[src/rtl/muldiv_pkg.sv]
// muldiv_pkg: shared encodings and constant helpers for the multiply/divide unit
package muldiv_pkg;
  typedef enum logic [2:0] {
    OP_MUL    = 3'b000,
    OP_MULH   = 3'b001,
    OP_MULHSU = 3'b010,
    OP_MULHU  = 3'b011,
    OP_DIV    = 3'b100,
    OP_DIVU   = 3'b101,
    OP_REM    = 3'b110,
    OP_REMU   = 3'b111
  } muldiv_op_e;
  typedef enum logic [1:0] {IDLE = 2'd0, CALC = 2'd1, FIN = 2'd2} muldiv_state_e;
  function automatic logic [63:0] most_neg(int xlen);
    return 64'd1 << (xlen - 1);
  endfunction
  function automatic logic [63:0] all_ones(int xlen);
    return {64{1'b1}} >> (64 - xlen);
  endfunction
endpackage

[src/rtl/muldiv_sign_fix.sv]
// muldiv_sign_fix: turns a magnitude product or {remainder, quotient} into the signed XLEN result
// Ports: op (func3), mag (2*XLEN magnitude), neg_a/neg_b (operand sign flags), res (corrected result).
module muldiv_sign_fix import muldiv_pkg::*; #(
  parameter int XLEN = 32
) (
  input  logic [2:0]        op,
  input  logic [2*XLEN-1:0] mag,
  input  logic              neg_a,
  input  logic              neg_b,
  output logic [XLEN-1:0]   res
);
  logic [2*XLEN-1:0] prod;
  logic [XLEN-1:0] quo, rem;
  always_comb begin
    prod = (neg_a ^ neg_b) ? -mag : mag;
    quo  = (neg_a ^ neg_b) ? -mag[XLEN-1:0] : mag[XLEN-1:0];
    rem  = neg_a ? -mag[2*XLEN-1:XLEN] : mag[2*XLEN-1:XLEN];
    res  = op[2] ? (op[1] ? rem : quo) : (op == OP_MUL ? prod[XLEN-1:0] : prod[2*XLEN-1:XLEN]);
  end
endmodule

[src/rtl/muldiv_unit.sv]
// muldiv_unit: iterative RV32M/RV64M multiply/divide unit (shift-add multiply, restoring divide)
// Ports: clk, reset (async, active-high), start/func3/op_a/op_b request, busy (CALC only),
// done (one-cycle pulse), result (held until the next accepted request).
// Optional MULDIV_FAST_MUL_EN: multiplies use a single-cycle combinational product.
module muldiv_unit import muldiv_pkg::*; #(
  parameter int XLEN = 32
) (
  input  logic            clk,
  input  logic            reset,
  input  logic            start,
  input  logic [2:0]      func3,
  input  logic [XLEN-1:0] op_a,
  input  logic [XLEN-1:0] op_b,
  output logic            busy,
  output logic            done,
  output logic [XLEN-1:0] result
);
  localparam int CNT_W = $clog2(XLEN);
  localparam logic [XLEN-1:0] MOST_NEG = XLEN'(most_neg(XLEN));
  localparam logic [XLEN-1:0] ALL_ONES = XLEN'(all_ones(XLEN));
  localparam logic [1:0] S_IDLE = IDLE;
  localparam logic [1:0] S_CALC = CALC;
  localparam logic [1:0] S_FIN  = FIN;
  logic [1:0] state_q, state_d;
  logic [2:0] op_q, op_d;
  logic [XLEN-1:0] m_q, m_d, result_q, result_d, mag_a, mag_b, fixed;
  logic [2*XLEN-1:0] acc_q, acc_d;
  logic [CNT_W-1:0] cnt_q, cnt_d;
  logic neg_a_q, neg_a_d, neg_b_q, neg_b_d, done_q, done_d, neg_a, neg_b, div_short;
  logic [XLEN:0] msum, dsub;
  muldiv_sign_fix #(.XLEN(XLEN)) u_fix (
    .op(op_q), .mag(acc_q), .neg_a(neg_a_q), .neg_b(neg_b_q), .res(fixed)
  );
  // m_q holds the operand reused every iteration: multiplicand for multiplies, divisor for divides.
  // acc_q is {partial, multiplier} for multiplies and {remainder, dividend/quotient} for divides.
  always_comb begin
    neg_a = (func3[2] ? !func3[0] : func3 != OP_MULHU) && op_a[XLEN-1];
    neg_b = (func3[2] ? !func3[0] : !func3[1]) && op_b[XLEN-1];
    mag_a = neg_a ? -op_a : op_a;
    mag_b = neg_b ? -op_b : op_b;
    div_short = op_b == '0 || (!func3[0] && op_a == MOST_NEG && op_b == ALL_ONES);
    msum = {1'b0, acc_q[2*XLEN-1:XLEN]} + {1'b0, {XLEN{acc_q[0]}} & m_q};
    dsub = acc_q[2*XLEN-1:XLEN-1] - {1'b0, m_q};
    state_d = state_q;
    op_d = op_q;
    m_d = m_q;
    acc_d = acc_q;
    cnt_d = cnt_q;
    neg_a_d = neg_a_q;
    neg_b_d = neg_b_q;
    result_d = result_q;
    done_d = 1'b0;
    if (state_q == S_IDLE) begin
      if (start) begin
        op_d = func3;
        neg_a_d = neg_a;
        neg_b_d = neg_b;
        cnt_d = '0;
        if (func3[2]) begin
          // Shortcut results are preloaded as {rem, quo} with clear signs so sign_fix passes them through.
          m_d = mag_b;
          acc_d = op_b == '0 ? {op_a, ALL_ONES} : div_short ? {{XLEN{1'b0}}, op_a} : {{XLEN{1'b0}}, mag_a};
          neg_a_d = neg_a && !div_short;
          neg_b_d = neg_b && !div_short;
          state_d = div_short ? S_FIN : S_CALC;
        end else begin
`ifdef MULDIV_FAST_MUL_EN
          acc_d = {{XLEN{1'b0}}, mag_a} * {{XLEN{1'b0}}, mag_b};
          state_d = S_FIN;
`else
          m_d = mag_a;
          acc_d = {{XLEN{1'b0}}, mag_b};
          state_d = S_CALC;
`endif
        end
      end
    end else if (state_q == S_CALC) begin
      acc_d = op_q[2] ? (dsub[XLEN] ? {acc_q[2*XLEN-2:0], 1'b0} : {dsub[XLEN-1:0], acc_q[XLEN-2:0], 1'b1})
                      : {msum, acc_q[XLEN-1:1]};
      cnt_d = cnt_q + 1'b1;
      state_d = cnt_q == CNT_W'(XLEN - 1) ? S_FIN : S_CALC;
    end else begin
      result_d = fixed;
      done_d = 1'b1;
      state_d = S_IDLE;
    end
  end
  always_ff @(posedge clk or posedge reset) begin
    if (reset) begin
      state_q <= S_IDLE;
      op_q <= '0;
      m_q <= '0;
      acc_q <= '0;
      cnt_q <= '0;
      neg_a_q <= 1'b0;
      neg_b_q <= 1'b0;
      result_q <= '0;
      done_q <= 1'b0;
    end else begin
      state_q <= state_d;
      op_q <= op_d;
      m_q <= m_d;
      acc_q <= acc_d;
      cnt_q <= cnt_d;
      neg_a_q <= neg_a_d;
      neg_b_q <= neg_b_d;
      result_q <= result_d;
      done_q <= done_d;
    end
  end
  assign busy = state_q == S_CALC;
  assign done = done_q;
  assign result = result_q;
endmodule

[config.mk]
export PLATFORM = sky130hd
export DESIGN_NAME = muldiv_unit
export DESIGN_NICKNAME = d
export VERILOG_FILES = /design/src/rtl/muldiv_pkg.sv /design/src/rtl/muldiv_sign_fix.sv /design/src/rtl/muldiv_unit.sv
export SDC_FILE = /design/constraint.sdc
export NUM_CORES = 1
export LEC_CHECK = 0
export CORE_MARGIN = 2
export CORE_UTILIZATION = 40
export DETAILED_ROUTE_END_ITERATION = 16
export REMOVE_ABC_BUFFERS = 1
export SETUP_SLACK_MARGIN = 0.05
export SYNTH_ARGS = -nofsm -noshare
export SYNTH_HDL_FRONTEND = slang
export SYNTH_SLANG_ARGS = --single-unit
export TNS_END_PERCENT = 10
[constraint.sdc]
create_clock -name clk -period 9.1 [get_ports clk]
set_input_delay 0.91 -clock clk [delete_from_list [all_inputs] [get_ports clk]]
set_output_delay 0.91 -clock clk [all_outputs]
set_load 0.05 [all_outputs]
# After elaboration in Yosys (flattened, before gate mapping)
# Cells that the tools add are included.
[totals]
ff_bits = 141
latch_bits = 0
ramBits = 0
romBits = 0
in_bits = 70
word_cells = 76
n_memories = 0
[classes]
n_addsub = 8
mul = 0
div_mod_pow = 0
order_cmp = 0
n_eq_ne = 6
shift = 0
n_mux = 32
bitwise = 4
n_reduce_logical = 17
[ops]
columns = ["cell", "count"]
rows = [
  ["$mux 64", 8],
  ["$mux 32", 9],
  ["$neg 32->32", 4],
  ["$eq 32x32->1 const B", 2],
  ["$neg 64->64", 1],
  ["$add 32x32->33", 1],
  ["$sub 33x32->33", 1],
  ["$and 32x32->32", 1],
  ["$logic_not 32->1", 1],
  ["$mux 5", 3],
  ["$mux 2", 6],
  ["$logic_and 1x1->1", 6],
  ["$mux 1", 6],
  ["$reduce_and 2->1", 3],
  ["$add 5x1->5 const B", 1],
  ["$eq 5x5->1 const B", 1],
  ["$logic_not 1->1", 3],
  ["$logic_not 3->1", 1],
  ["$ne 3x2->1 const B", 1],
  ["$eq 2x1->1 const B", 1],
  ["$logic_not 2->1", 1],
  ["$ne 2x2->1 const B", 1],
  ["$not 1->1", 2],
  ["$reduce_bool 2->1", 1],
  ["2 further kinds", 2],
]

# Longest topological paths before layout
[depth]
word_depth = 9
depth_mapped = 15
mapped_depth_nobuf = 12

# Cells and area by module
# From an unflattened synthesis, not the netlist that was laid out.
[unflattened]
hier_cells = 1984
hier_area_um2 = 15389.8
[by_module_without_submodules]
columns = ["mod", "instances", "cells_each", "area_each_um2", "seq_area_each_um2"]
rows = [
  ["muldiv_unit", 1, 1492, 12285.5, 3528.4],
  ["muldiv_sign_fix", 1, 492, 3104.2, 0.0],
]

# Worst setup path before layout
# OpenSTA, ideal clock, no wires.
[synth_timing]
path_kind = "flip-flop to flip-flop"
startpoint = "register acc_q[31]"
endpoint = "register acc_q[40]"
setup_time_ns = 0.137
arrival_ns = 3.644
required_ns = 8.963
path_slack_ns = 5.319
path_stages_with_launch = 15
n_path_buf = 2
path_cell_list = "dfrtp_1 > clkbuf_1 > inv_1 > ha_1 > fa_1 > nor2b_1 > o31ai_1 > a211oi_1 > a2bb2oi_1 > a211oi_1 > xnor2_1 > buf_2 > mux2_2 > a21oi_1 > a31oi_1"
[synth_between]
elab_chain_cells = 5
[synth_lines]
columns = ["element", "line_no", "text"]
rows = [
  ["from (decl)", "muldiv_unit.sv:27", "logic [2*XLEN-1:0] acc_q, acc_d;"],
  ["from (signal assigned)", "muldiv_unit.sv:93", "acc_q <= '0;"],
  ["from (signal assigned)", "muldiv_unit.sv:103", "acc_q <= acc_d;"],
  ["$sub 33x32->33", "muldiv_unit.sv:43", "dsub = acc_q[2*XLEN-1:XLEN-1] - {1'b0, m_q};"],
  ["$mux 64 (2 in series)", "muldiv_unit.sv:78", "acc_d = op_q[2] ? (dsub[XLEN] ? {acc_q[2*XLEN-2:0], 1'b0} : {dsub[XLEN-1:0], acc_q[XLEN-2:0], 1'b1})"],
  ["$mux 64", "muldiv_unit.sv:77", "end else if (state_q == S_CALC) begin"],
  ["$mux 64", "muldiv_unit.sv:53", "if (state_q == S_IDLE) begin"],
]
# No other way between the ends. The select of a mux whose other input is x is not followed.
# A chain may end at the register's enable or synchronous reset.

# Worst setup path after layout
[layout_timing]
startpoint = "input port op_b[5]"
endpoint = "register acc_q[58]"
[layout_between]
elab_chain_cells = 5
[layout_lines]
columns = ["element", "line_no", "text"]
rows = [
  ["from (decl)", "muldiv_unit.sv:13", "input logic [XLEN-1:0] op_b,"],
  ["$logic_not 32->1", "muldiv_unit.sv:62", "acc_d = op_b == '0 ? {op_a, ALL_ONES} : div_short ? {{XLEN{1'b0}}, op_a} : {{XLEN{1'b0}}, mag_a};"],
  ["$mux 64", "muldiv_unit.sv:62", ""],
  ["$mux 64", "muldiv_unit.sv:59", "if (func3[2]) begin"],
  ["$mux 64", "muldiv_unit.sv:54", "if (start) begin"],
  ["$mux 64", "muldiv_unit.sv:53", ""],
]
# No other way between the ends. The select of a mux whose other input is x is not followed.

==> out/metrics.json <==
{
  "finish": {
    "n_fill_cell": 3667,
    "drive_above_1_share_pct": 6.02,
    "final_cell_count_no_fill": 2496,
    "final-seq-area_mm2": 0.00353,
    "flow.area_growth_from_synthesis_pct": 12.8,
    "area_taken_by_multi_input_logic_gates_mm2": 0.0105,
    "layout.nets": 2157,
    "design_area_mm2": 0.0167
  },
  "worst_setup_path": {
    "critPathRequiredTime_ns": 9.43,
    "timing.critical_path.cells": "clkdlybuf4s50_1 -> nor4_1 -> nand3_1 -> or4_1 -> or4_1 -> nor3_4 -> buf_4 -> a2111oi_0 -> a2111oi_0",
    "worstSetupEndpointType": "register",
    "reg2reg_depth": 13,
    "reg2reg_setup_slack_ns": 4.21,
    "worst-path-max-fanout": 28,
    "worst_path_buffer_plus_inverter_count": 2,
    "timing.critical_path.slowest_stage_cell": "sky130_fd_sc_hd__or4_1",
    "worst_path_dominant_cell_family": "simple AND/OR/NAND/NOR gates",
    "worst_r2r_startpoint": "acc_q[31]",
    "arrival_ns": 5.26,
    "worstSetupPathType": "input port to register",
    "cp-start-kind": "input port",
    "critical-path-max-stage-delay_ns": 0.94,
    "worstReg2RegEnd": "acc_q[53]"
  },
  "yosys": {
    "netlist.top_cell.by_area": "sky130_fd_sc_hd__dfrtp_1",
    "ys_dominant_reg_cell": "sky130_fd_sc_hd__dfrtp_1",
    "synth_warnings": 0,
    "post_synth_instance_area_mm2": 0.0148,
    "synth_edf_count": 0,
    "synth.top_cell.area_share_pct": 23.8,
    "synth_area_leaders": "sky130_fd_sc_hd__dfrtp_1, sky130_fd_sc_hd__a21oi_1, sky130_fd_sc_hd__xor2_1",
    "post_synth.cell_area_avg_um2": 7.38,
    "post_synth_num_cell_types": 76,
    "synth-seq-cells": 141,
    "synth-async-reset-ratio_pct": 100,
    "gate_count_post_synth": 2009,
    "synth.yosys.seq_area_share_pct": 23.8
  },
  "clock_network": {
    "cts-root-to-sink-buffers": 2,
    "cts_sinks": 141,
    "cts_buffers": 17,
    "ctsResizeCount": 0,
    "cts-htree-levels": 4,
    "tritoncts": "yes",
    "root_buffer": "sky130_fd_sc_hd__clkbuf_16",
    "clk_latency_ns": 0.46,
    "postCtsSetupRepairBufs": 0,
    "ctsHoldBuffers": 0,
    "clk_pin_slew_ns": 0.07
  },
  "power": {
    "vdd.ir_drop.worst_mv": 0.184,
    "power.internal_mw": 3.68,
    "total_leakage_power_nw": 6.81,
    "tot_pwr_mw": 8.25,
    "p_comb_share_pct": 73.4,
    "power.sequential.fraction_pct": 18.0,
    "power.density_cell_area_mw_per_mm2": 494,
    "switching_share_pct": 55.5,
    "p_sw_mw": 4.58,
    "power.share.clock_pct": 8.6
  },
  "global_route": {
    "grt-ovfl-total": 0,
    "grt_first_pass_wirelength_um": 91900,
    "groute.usage.overall_pct": 31.6,
    "initial_antenna_violation_count": 2,
    "first_global_vias": 14800,
    "grt_max_degree": 77
  },
  "sta": {
    "final_hold_viol_count": 0,
    "timing.final.crit_period_ns": 4.94,
    "final_max_slew_viol_count": 0,
    "timing.max_slew.rel_slack_pct": 32.2,
    "fin_ws_ns": 4.16,
    "slew_worst_pin_ns": 1.00,
    "fin_crit_sh_pct": 54.2,
    "fmax_ghz": 0.203,
    "final.setup_skew_ns": 0.0142,
    "grt_setup_unrepaired": "false",
    "fin_tns_setup_ns": 0,
    "setup_violations": 0
  },
  "drt": {
    "post_dr_wirelength_cell_um": 24.7,
    "vias": 15800,
    "detailed_route_wl_um": 61700,
    "via_per_inst": 6.32,
    "drtAntennaViolNets": 0,
    "firstDrtPassIters": 6,
    "drt_drc_violations_left": 0,
    "drtIter0Drc": 1785
  },
  "die": {
    "floorplan.rows": 70,
    "die_area_mm2": 0.0386,
    "start_util_pct": 40.6,
    "ios": 104,
    "core_mm2": 0.0365,
    "dieHeight_um": 196,
    "die-width_um": 196
  },
  "min_path": {
    "min-delay-start": "m_q[13]",
    "hold-path-endpoint": "m_q[13]",
    "timing.hold.worst_path_depth": 2,
    "hold_class": "register to register"
  },
  "placed_design": {
    "place.gp.congestion": 0.974,
    "dpl_worst_slack_ns": 3.82,
    "dpl-instance-area_mm2": 0.0161,
    "dp_hpwl_um": 46300,
    "dp_cell_count": 2463,
    "io_buffers": 103
  },
  "job": {
    "timing.max_cap.violations": 0
  },
  "run_status": {
    "result_of_the_run": "finished, final reports clean"
  }
}
cells in the final DEF, fill, tap and decap left out, drive strengths merged, types with 7 or more instances in the layout:
master         netlist  layout
o31ai               30      30
nand3               30      30
clkdlybuf4s50        0     102
a21oi              191     191
nand2              233     233
nand4               20      20
o21a                 9       9
ha                  71      71
nand3b               7       7
o211ai              34      34
xor2               103     103
nand2b              17      17
or4                 17      17
nor2               205     205
or3                 22      22
and2                17      17
buf                 18      29
nor3                45      45
mux2i               42      42
and3                16      16
clkbuf             127      20
dfrtp              141     141
or2                 11      11
a222oi               9       9
a21o                25      25
nor2b                9       9
inv                 68      68
mux2                25      25
xnor2               97      97
a31oi               37      37
o41ai               13      13
a221oi               7       7
o221ai              11      11
a211oi              12      12
o21ai              174     174
o22ai               20      20
nor4                15      15
power by group through the flow:
stage / Clock (mW) / Combinational [mW] / Sequential (mW)
final: 0.712 / 6.06 / 1.49
after detailed placement: 0 / 5.89 / 1.48
after CTS: 0.725 / 5.92 / 1.47
after global routing: 0.748 / 6.54 / 1.52
after global placement: 0 / 5.84 / 1.47
after floorplan: 0 / 3.94 / 1.57
flip-flops by register name (all words and copies together), names as in the netlist:
register / flops
m_q: 32
acc_q: 64
op_q: 3
done: 1
cnt_q: 5
result: 32
neg_a_q: 1
state_q: 2
neg_b_q: 1
per-layer routing:
| layer | GRT usage (%) | up-vias | share of wire (%) |
|---|---|---|---|
| met1 | 42.5 | 7591 | 42 |
| met5 | 0 | - | 0 |
| met2 | 49.1 | 799 | 44 |
| met4 | 14.0 | 0 | 4.4 |
| met3 | 6.43 | 113 | 9.5 |
| li1 | - | 7263 | - |
kinds of logic after synthesis:
family,Yosys count,share of synthesized area [%]
and+or+nand+nor,681,21.4
AOI/OAI and AO/OA,634,26.5
buffers and inverters,213,5.51
xor gates and xnor gates,200,11.8
DFF,141,23.8
adders and majority gates,73,6.27
muxes,67,4.74
cell type report:
type	count	share of cell area, %
clock inverters	12	0.719
flip-flops and latches	141	21.1
clock buffers	20	2.73
diodes	1	0.0150
well taps	468	3.50
repair buffers	131	7.40
inverters	68	1.56
multi-input cells	1655	62.9
Yosys cell counts (all sizes together), types with 6 or more instances:
master,number
a22oi,6
or3,22
o21a,9
o221ai,11
ha,71
or4,17
o21ai,174
and3,16
nor2,205
a311oi,6
clkbuf,127
a21o,25
nand2b,17
a221oi,7
buf,18
nor3,45
dfrtp,141
nand3,30
a21oi,191
or2,11
xor2,103
a31oi,37
nand4,20
nor4,15
a221o,6
o41ai,13
o22ai,20
nand2,233
nand3b,7
a211oi,12
o211ai,34
xnor2,97
nor2b,9
mux2i,42
o31ai,30
mux2,25
and2,17
inv,68
a222oi,9
metrics by stage:
stage / hold WS [ns] / util [%]
after floorplan: 0.449 / -
after global placement: 0.467 / 44.2
after detailed placement: 0.477 / 44.2
after CTS: 0.493 / 45.7
after global routing: 0.506 / 45.7
final: 0.491 / 45.8
worst reg2reg max path, cell delays in order (launching register included):
cell,delay [ns]
sky130_fd_sc_hd__dfrtp_1,0.47
sky130_fd_sc_hd__inv_1,0.08
sky130_fd_sc_hd__ha_1,0.20
sky130_fd_sc_hd__fa_1,0.43
sky130_fd_sc_hd__nor2b_1,0.18
sky130_fd_sc_hd__o31ai_1,0.14
sky130_fd_sc_hd__a211oi_1,0.64
sky130_fd_sc_hd__a2bb2oi_1,0.40
sky130_fd_sc_hd__a211oi_1,0.24
sky130_fd_sc_hd__xnor2_2,0.69
sky130_fd_sc_hd__buf_4,0.48
sky130_fd_sc_hd__mux2_2,0.40
sky130_fd_sc_hd__a222oi_1,0.30
sky130_fd_sc_hd__a21oi_1,0.11
worst max path at each step:
stage	from	to	slack (ns)	depth (start not counted)
2_1_floorplan	state_q[1]	acc_q[62]	4.06	7
3_3_place_gp	op_b[5]	acc_q[22]	3.91	10
3_5_place_dp	op_b[5]	acc_q[58]	3.82	9
4_1_cts	acc_q[31]	acc_q[51]	4.28	13
5_1_grt	acc_q[31]	acc_q[46]	3.94	13
6_report	op_b[5]	acc_q[58]	4.16	9
(Power assumes the default switching activity.)
